### config.mk
export PLATFORM = sky130hd
export DESIGN_NAME = alu_op_sequencer
export DESIGN_NICKNAME = d
export VERILOG_FILES = /design/src/rtl/alu_op_sequencer.sv
export SDC_FILE = /design/constraint.sdc
export NUM_CORES = 1
export LEC_CHECK = 0
export CAP_MARGIN = 20
export CELL_PAD_IN_SITES_DETAIL_PLACEMENT = 1
export CELL_PAD_IN_SITES_GLOBAL_PLACEMENT = 1
export CORE_ASPECT_RATIO = 1.5
export CORE_MARGIN = 1
export CORE_UTILIZATION = 23
export CTS_CLUSTER_DIAMETER = 60
export DETAILED_ROUTE_END_ITERATION = 7
export GPL_TIMING_DRIVEN = 0
export PLACE_DENSITY_LB_ADDON = 0.25
export SYNTH_ARGS = -nofsm -noshare
export SYNTH_HDL_FRONTEND = slang
export SYNTH_SLANG_ARGS = --single-unit
### constraint.sdc
create_clock -name clk -period 1.6 [get_ports clk]
set_clock_uncertainty 0.05 [all_clocks]
set_input_delay 0.4 -clock clk [delete_from_list [all_inputs] [get_ports clk]]
set_output_delay 0.4 -clock clk [all_outputs]
set_load 0.02 [all_outputs]
### src/rtl/alu_op_sequencer.sv
// alu_op_sequencer: round-robin two-requester sequencer driving the ALU operand muxes, opcode and write-back.
// Optional build macro DIVZERO_CHK_EN: divide-by-zero returns an error response without executing.
module alu_op_sequencer #(
   parameter int N       = 16,
   parameter int MUL_LAT = 3,
   parameter int DIV_LAT = 8
) (
   input  logic             clk,
   input  logic             clr,
   input  logic [1:0]       req_valid,
   output logic [1:0]       req_ready,
   input  logic [4:0]       req_cmd0,
   input  logic [4:0]       req_cmd1,
   input  logic [N-1:0]     req_a0,
   input  logic [N-1:0]     req_b0,
   input  logic [N-1:0]     req_a1,
   input  logic [N-1:0]     req_b1,
   output logic [N-1:0]     op_a,
   output logic [N-1:0]     op_b,
   input  logic [N-1:0]     acc_in,
   output logic [1:0]       sa,
   output logic [1:0]       sb,
   output logic [3:0]       so,
   input  logic [2*N-1:0]   res,
   input  logic             ovf,
   output logic             acc_en,
   output logic             rsp_valid,
   input  logic             rsp_ready,
   output logic             rsp_id,
   output logic [2*N-1:0]   rsp_data,
   output logic             rsp_ovf,
   output logic             rsp_err
);

   localparam int LAT_MAX = (MUL_LAT > DIV_LAT) ? MUL_LAT : DIV_LAT;
   localparam int CW      = (LAT_MAX > 1) ? $clog2(LAT_MAX) : 1;

   localparam logic [3:0] OP_MULT = 4'd2;
   localparam logic [3:0] OP_DIV  = 4'd3;
   localparam logic [3:0] OP_LAST = 4'd11;

   typedef enum logic [2:0] {
      IDLE = 3'd0,
      LOAD = 3'd1,
      EXEC = 3'd2,
      WB   = 3'd3,
      RESP = 3'd4
   } state_t;

   state_t           state_r, state_nxt_s;
   logic             last_r, last_nxt_s;
   logic [CW-1:0]    cnt_r, cnt_nxt_s;
   logic [4:0]       cmd_r, cmd_nxt_s;
   logic [N-1:0]     op_a_nxt_s, op_b_nxt_s;
   logic [1:0]       sa_nxt_s, sb_nxt_s;
   logic [3:0]       so_nxt_s;
   logic             acc_en_nxt_s, rsp_valid_nxt_s, rsp_id_nxt_s;
   logic             rsp_ovf_nxt_s, rsp_err_nxt_s;
   logic [2*N-1:0]   rsp_data_nxt_s;
   logic             grant_s, grant_id_s, divzero_s;
   logic [4:0]       sel_cmd_s;
   logic [N-1:0]     sel_a_s, sel_b_s;

   // EXEC occupancy minus one, loaded into the down-counter on leaving LOAD.
   function automatic logic [CW-1:0] lat_m1(input logic [3:0] op);
      case (op)
         OP_MULT: lat_m1 = CW'(MUL_LAT - 1);
         OP_DIV:  lat_m1 = CW'(DIV_LAT - 1);
         default: lat_m1 = {CW{1'b0}};
      endcase
   endfunction

`ifdef DIVZERO_CHK_EN
   assign divzero_s = (cmd_r[3:0] == OP_DIV) &&
                      ((cmd_r[4] ? acc_in : op_b) == {N{1'b0}});
`else
   logic unused_s;
   assign divzero_s = 1'b0;
   assign unused_s  = ^{acc_in, cmd_r[4]};
`endif

   // Round-robin pick: on contention the requester not granted last wins.
   always_comb begin
      grant_s    = 1'b0;
      grant_id_s = 1'b0;
      if (req_valid == 2'b11) begin
         grant_s    = 1'b1;
         grant_id_s = ~last_r;
      end else if (req_valid[1]) begin
         grant_s    = 1'b1;
         grant_id_s = 1'b1;
      end else if (req_valid[0]) begin
         grant_s    = 1'b1;
         grant_id_s = 1'b0;
      end else begin
         grant_s    = 1'b0;
         grant_id_s = 1'b0;
      end
      sel_cmd_s = grant_id_s ? req_cmd1 : req_cmd0;
      sel_a_s   = grant_id_s ? req_a1   : req_a0;
      sel_b_s   = grant_id_s ? req_b1   : req_b0;
   end

   // Accept pulse is combinational so it lands in the same cycle the grant is registered.
   always_comb begin
      req_ready = 2'b00;
      if (clr && (state_r == IDLE) && grant_s) begin
         req_ready = grant_id_s ? 2'b10 : 2'b01;
      end else begin
         req_ready = 2'b00;
      end
   end

   // Next state plus next values of every registered output.
   always_comb begin
      state_nxt_s     = state_r;
      last_nxt_s      = last_r;
      cnt_nxt_s       = cnt_r;
      cmd_nxt_s       = cmd_r;
      op_a_nxt_s      = op_a;
      op_b_nxt_s      = op_b;
      sa_nxt_s        = 2'b00;
      sb_nxt_s        = 2'b00;
      so_nxt_s        = 4'd0;
      acc_en_nxt_s    = 1'b0;
      rsp_valid_nxt_s = 1'b0;
      rsp_id_nxt_s    = rsp_id;
      rsp_data_nxt_s  = rsp_data;
      rsp_ovf_nxt_s   = rsp_ovf;
      rsp_err_nxt_s   = rsp_err;
      case (state_r)
         IDLE: begin
            if (grant_s) begin
               last_nxt_s   = grant_id_s;
               cmd_nxt_s    = sel_cmd_s;
               op_a_nxt_s   = sel_a_s;
               op_b_nxt_s   = sel_b_s;
               rsp_id_nxt_s = grant_id_s;
               if (sel_cmd_s[3:0] > OP_LAST) begin
                  state_nxt_s     = RESP;
                  rsp_valid_nxt_s = 1'b1;
                  rsp_data_nxt_s  = {(2*N){1'b0}};
                  rsp_ovf_nxt_s   = 1'b0;
                  rsp_err_nxt_s   = 1'b1;
               end else begin
                  state_nxt_s = LOAD;
                  sa_nxt_s    = 2'b01;
                  sb_nxt_s    = sel_cmd_s[4] ? 2'b11 : 2'b01;
                  so_nxt_s    = sel_cmd_s[3:0];
               end
            end else begin
               state_nxt_s = IDLE;
            end
         end
         LOAD: begin
            if (divzero_s) begin
               state_nxt_s     = RESP;
               rsp_valid_nxt_s = 1'b1;
               rsp_data_nxt_s  = {(2*N){1'b1}};
               rsp_ovf_nxt_s   = 1'b0;
               rsp_err_nxt_s   = 1'b1;
            end else begin
               state_nxt_s = EXEC;
               cnt_nxt_s   = lat_m1(cmd_r[3:0]);
               so_nxt_s    = cmd_r[3:0];
            end
         end
         EXEC: begin
            // Opcode stays on so through WB so res is still valid when captured.
            so_nxt_s = cmd_r[3:0];
            if (cnt_r == {CW{1'b0}}) begin
               state_nxt_s  = WB;
               acc_en_nxt_s = 1'b1;
            end else begin
               cnt_nxt_s = cnt_r - {{(CW-1){1'b0}}, 1'b1};
            end
         end
         WB: begin
            state_nxt_s     = RESP;
            rsp_valid_nxt_s = 1'b1;
            rsp_data_nxt_s  = res;
            rsp_ovf_nxt_s   = ovf;
            rsp_err_nxt_s   = 1'b0;
         end
         RESP: begin
            if (rsp_ready) begin
               state_nxt_s = IDLE;
            end else begin
               rsp_valid_nxt_s = 1'b1;
            end
         end
         default: begin
            state_nxt_s = IDLE;
         end
      endcase
   end

   // State and registered outputs; clr abandons any operation in flight.
   always_ff @(posedge clk) begin
      if (!clr) begin
         state_r   <= IDLE;
         last_r    <= 1'b1;
         cnt_r     <= {CW{1'b0}};
         cmd_r     <= 5'd0;
         op_a      <= {N{1'b0}};
         op_b      <= {N{1'b0}};
         sa        <= 2'b10;
         sb        <= 2'b10;
         so        <= 4'd0;
         acc_en    <= 1'b0;
         rsp_valid <= 1'b0;
         rsp_id    <= 1'b0;
         rsp_data  <= {(2*N){1'b0}};
         rsp_ovf   <= 1'b0;
         rsp_err   <= 1'b0;
      end else begin
         state_r   <= state_nxt_s;
         last_r    <= last_nxt_s;
         cnt_r     <= cnt_nxt_s;
         cmd_r     <= cmd_nxt_s;
         op_a      <= op_a_nxt_s;
         op_b      <= op_b_nxt_s;
         sa        <= sa_nxt_s;
         sb        <= sb_nxt_s;
         so        <= so_nxt_s;
         acc_en    <= acc_en_nxt_s;
         rsp_valid <= rsp_valid_nxt_s;
         rsp_id    <= rsp_id_nxt_s;
         rsp_data  <= rsp_data_nxt_s;
         rsp_ovf   <= rsp_ovf_nxt_s;
         rsp_err   <= rsp_err_nxt_s;
      end
   end

endmodule

==> run metrics <==
outcome=finished with violations; failing checks=negative setup slack; hold slack=~0.42 ns; hold buffers post-CTS=0; ant diodes=0; gr usage total=0.175; Worst path max stage delay=0.35 ns; final net count=between 700 and 800; CTS Root Cell=clkbuf_16; Tcrit/Tclk final=1.19; HPWL after DPL=about 10 mm; maximum vdd drop=611 uV; syn nets=509; die area=15,100 sq um; CP max-delay cell=dfxtp_4; Relative slew margins=0.616; pin count of the biggest net entering global routing=17; Netlist cell types=35; Hold Crit Start=rsp_data[8]; sequential cell area fraction in the yosys report=0.524; mapped cell area=about 3400 sq um; fin crit period=~1.9 ns; slack of the critical path=-0.300 ns; core area=around 14,000 sq um; Mapped Cells=between 300 and 400; clock sink count=88; Hold Crit Class=reg2reg; #FFs+latches synth=just under 90; row count=53; reg2reg path depth=7; fraction of layout cells with a size suffix above 1=0.128; Fin. Hold Viols=0; flop-to-flop setup slack=-0.09 ns; vias in the first global route=roughly 4.1k; Pwr Density=about 1200 nW/um^2; global-route wire length before repair=roughly 20 mm; main flop type after synthesis=dfxtp_1; I/O Pins=around 210; total CTS buffers=9; # DRC=0; Syn. warnings=0; most used cell, CP=buf_6; CTS tree=built; critical path data arrival time=roughly 1.5 ns; CP Capture Type=primary output; crit-path cells=nor3_4 > o21a_2 > buf_6 > nand2_8 > nor2_4 > buf_6; max_cap viols=0; Worst-Margin Slew=between 0.5 and 0.6 ns; antenna violations before repair=0; leakage=2.67 nW; Initial Util=0.238; max-slew violation count=0; wire per inst=about 17 um; DRT antenna net count=0; drt pass-1 iters=4; Req. time, crit path=1.15 ns; H-tree depth=3; Final Setup Violations=32; Clock Tree Buf Depth=2; RSZ-0062 raised after global routing=true; asr flop ratio synth=0; Syn Area/Cell=roughly 8.9 sq um; 1st-iter DRT viols=78; Worst Path Max Fanout=2; Critical Path Start Type=register; worst setup path startpoint=state_r[1]; total grt overflow=0; Via density=between 4 and 5; global placement routability congestion=around 0.77; number of enable flip-flop cells after synthesis=0; hold depth=1; vias post-DR=roughly 3.7k; crit path kind=reg2out; later-pin clock latency in the skew report=0.33 ns; FILL cells=approximately 1.6k; P&R area growth vs syn=77.6%; Die X=between 100 and 150 um; Post-Route Utilization=0.423; reg2reg end=rsp_data[16]; hold worst-path end=rsp_data[8]; Die Ht=between 150 and 200 um; Max Freq=around 0.53 GHz; I/O Buffers=189; Clock transition at path regs=around 0.06 ns; worst r2r src=last_r; drt total wl=13.1 mm
state kept, by name, indices dropped and copies added (netlist names), 2 cells and up:
name      count
state_r       3
op_a         16
cnt_r         3
rsp_data     32
cmd_r         4
so            4
op_b         16
sa            2
sb            2
synthesized netlist by cell type (2+ instances only):
| cell type | number | area [sq um] |
|---|---|---|
| and3_1 | 4 | 25.0 |
| nor2b_1 | 2 | 12.5 |
| nor4_1 | 2 | 12.5 |
| nand2_1 | 51 | 191 |
| a22o_1 | 33 | 289 |
| nand2b_1 | 2 | 12.5 |
| mux2i_1 | 2 | 20.0 |
| nor3b_1 | 3 | 22.5 |
| a21oi_1 | 75 | 375 |
| a31oi_1 | 8 | 50.1 |
| ha_1 | 2 | 25.0 |
| dfxtp_1 | 88 | 1760 |
| buf_4 | 3 | 22.5 |
| inv_1 | 7 | 26.3 |
| buf_1 | 2 | 7.51 |
| o21ai_0 | 46 | 230 |
| nor2_1 | 7 | 26.3 |
| nor3_1 | 2 | 10.0 |
| nand3b_1 | 2 | 15.0 |
| clkbuf_1 | 16 | 60.1 |
| buf_2 | 8 | 40.0 |
metrics by stage:
step | std cells | TNS, ns | total power (W) | area, sq um | setup slack (ns)
after global placement | 760 | -65.51 | 0.00514 | 5520 | -1.33
after floorplan | 379 | -0.599 | 0.00398 | 3380 | -0.250
after CTS | 782 | -9.01 | 0.00743 | 5860 | -0.317
after global routing | 787 | -4.37 | 0.00784 | 5970 | -0.353
after detailed placement | 760 | -71.41 | 0.00521 | 5520 | -1.38
final | 787 | -2.65 | 0.00740 | 5970 | -0.300
worst max-delay path by stage:
stage,to,slack (ns),cells past startpoint
floorplan,req_ready[1],-0.25,3
global placement,req_ready[0],-1.33,6
detailed placement,req_ready[0],-1.38,5
CTS,req_ready[0],-0.32,6
global route,req_ready[0],-0.35,6
finish,req_ready[0],-0.30,6
layout by cell type, fill, tap and decap left out, types with 3 or more instances in the layout:
master             n
a21oi_1           75
o21ai_1            3
clkbuf_4           5
nor2_1             6
buf_6              8
clkdlybuf4s50_1  108
clkbuf_16          9
nand2_1           47
dlygate4sd2_1     77
buf_4             15
a31oi_1            8
clkbuf_1           5
inv_1              7
dfxtp_1           84
a22o_1            33
and3_1             4
o21ai_0           43
buf_2              5
clkbuf_2           4
dfxtp_4            3
nand2_2            3
timing repair:
action,CTS,global route
pin swaps,2,2
gates resized for setup,119,34
setup endpoints to repair,162,68
setup buffers,9,5
where the power goes:
part	internal (W)	total, W	switching [W]
combinational	0.00107	0.00248	0.00141
clock	0.00128	0.00220	0.000929
sequential	0.00254	0.00271	0.000177
critical path, delay by kind of cell, from the launching register on:
kind / cells / cell delay (ns)
buffers and inverters: 2 / 0.24
flip-flops: 1 / 0.35
AO/OA/AOI/OAI: 1 / 0.18
AND/OR/NAND/NOR: 3 / 0.35
layer usage:
metal | global-route usage | up-vias | part of all wire
met5 | 0 | - | 0
met4 | 0.0565 | 0 | 0.018
met3 | 0.0589 | 16 | 0.073
met2 | 0.345 | 136 | 0.54
met1 | 0.165 | 1764 | 0.36
li1 | - | 1778 | -
area by class of cell:
cell class / count / area [sq um] / share of cell area
clock buffer: 10 / 239 / 0.0400
buffer: 26 / 168 / 0.0281
inverter: 7 / 26.3 / 0.00440
tap: 192 / 240 / 0.0402
sequential: 88 / 1770 / 0.297
clock inverter: 6 / 75.1 / 0.0126
timing repair buffer: 203 / 1910 / 0.319
multi-input combinational: 255 / 1540 / 0.258
kinds of logic after synthesis:
| kind of cell | synth area share |
|---|---|
| flip-flops | 0.524 |
| AND/OR/NAND/NOR | 0.105 |
| adder cells (fa/ha/maj) | 0.00744 |
| multiplexers | 0.00595 |
| AO/OA/AOI/OAI | 0.311 |
| buffers and inverters | 0.0465 |
Power figures use the tool's default switching activity.
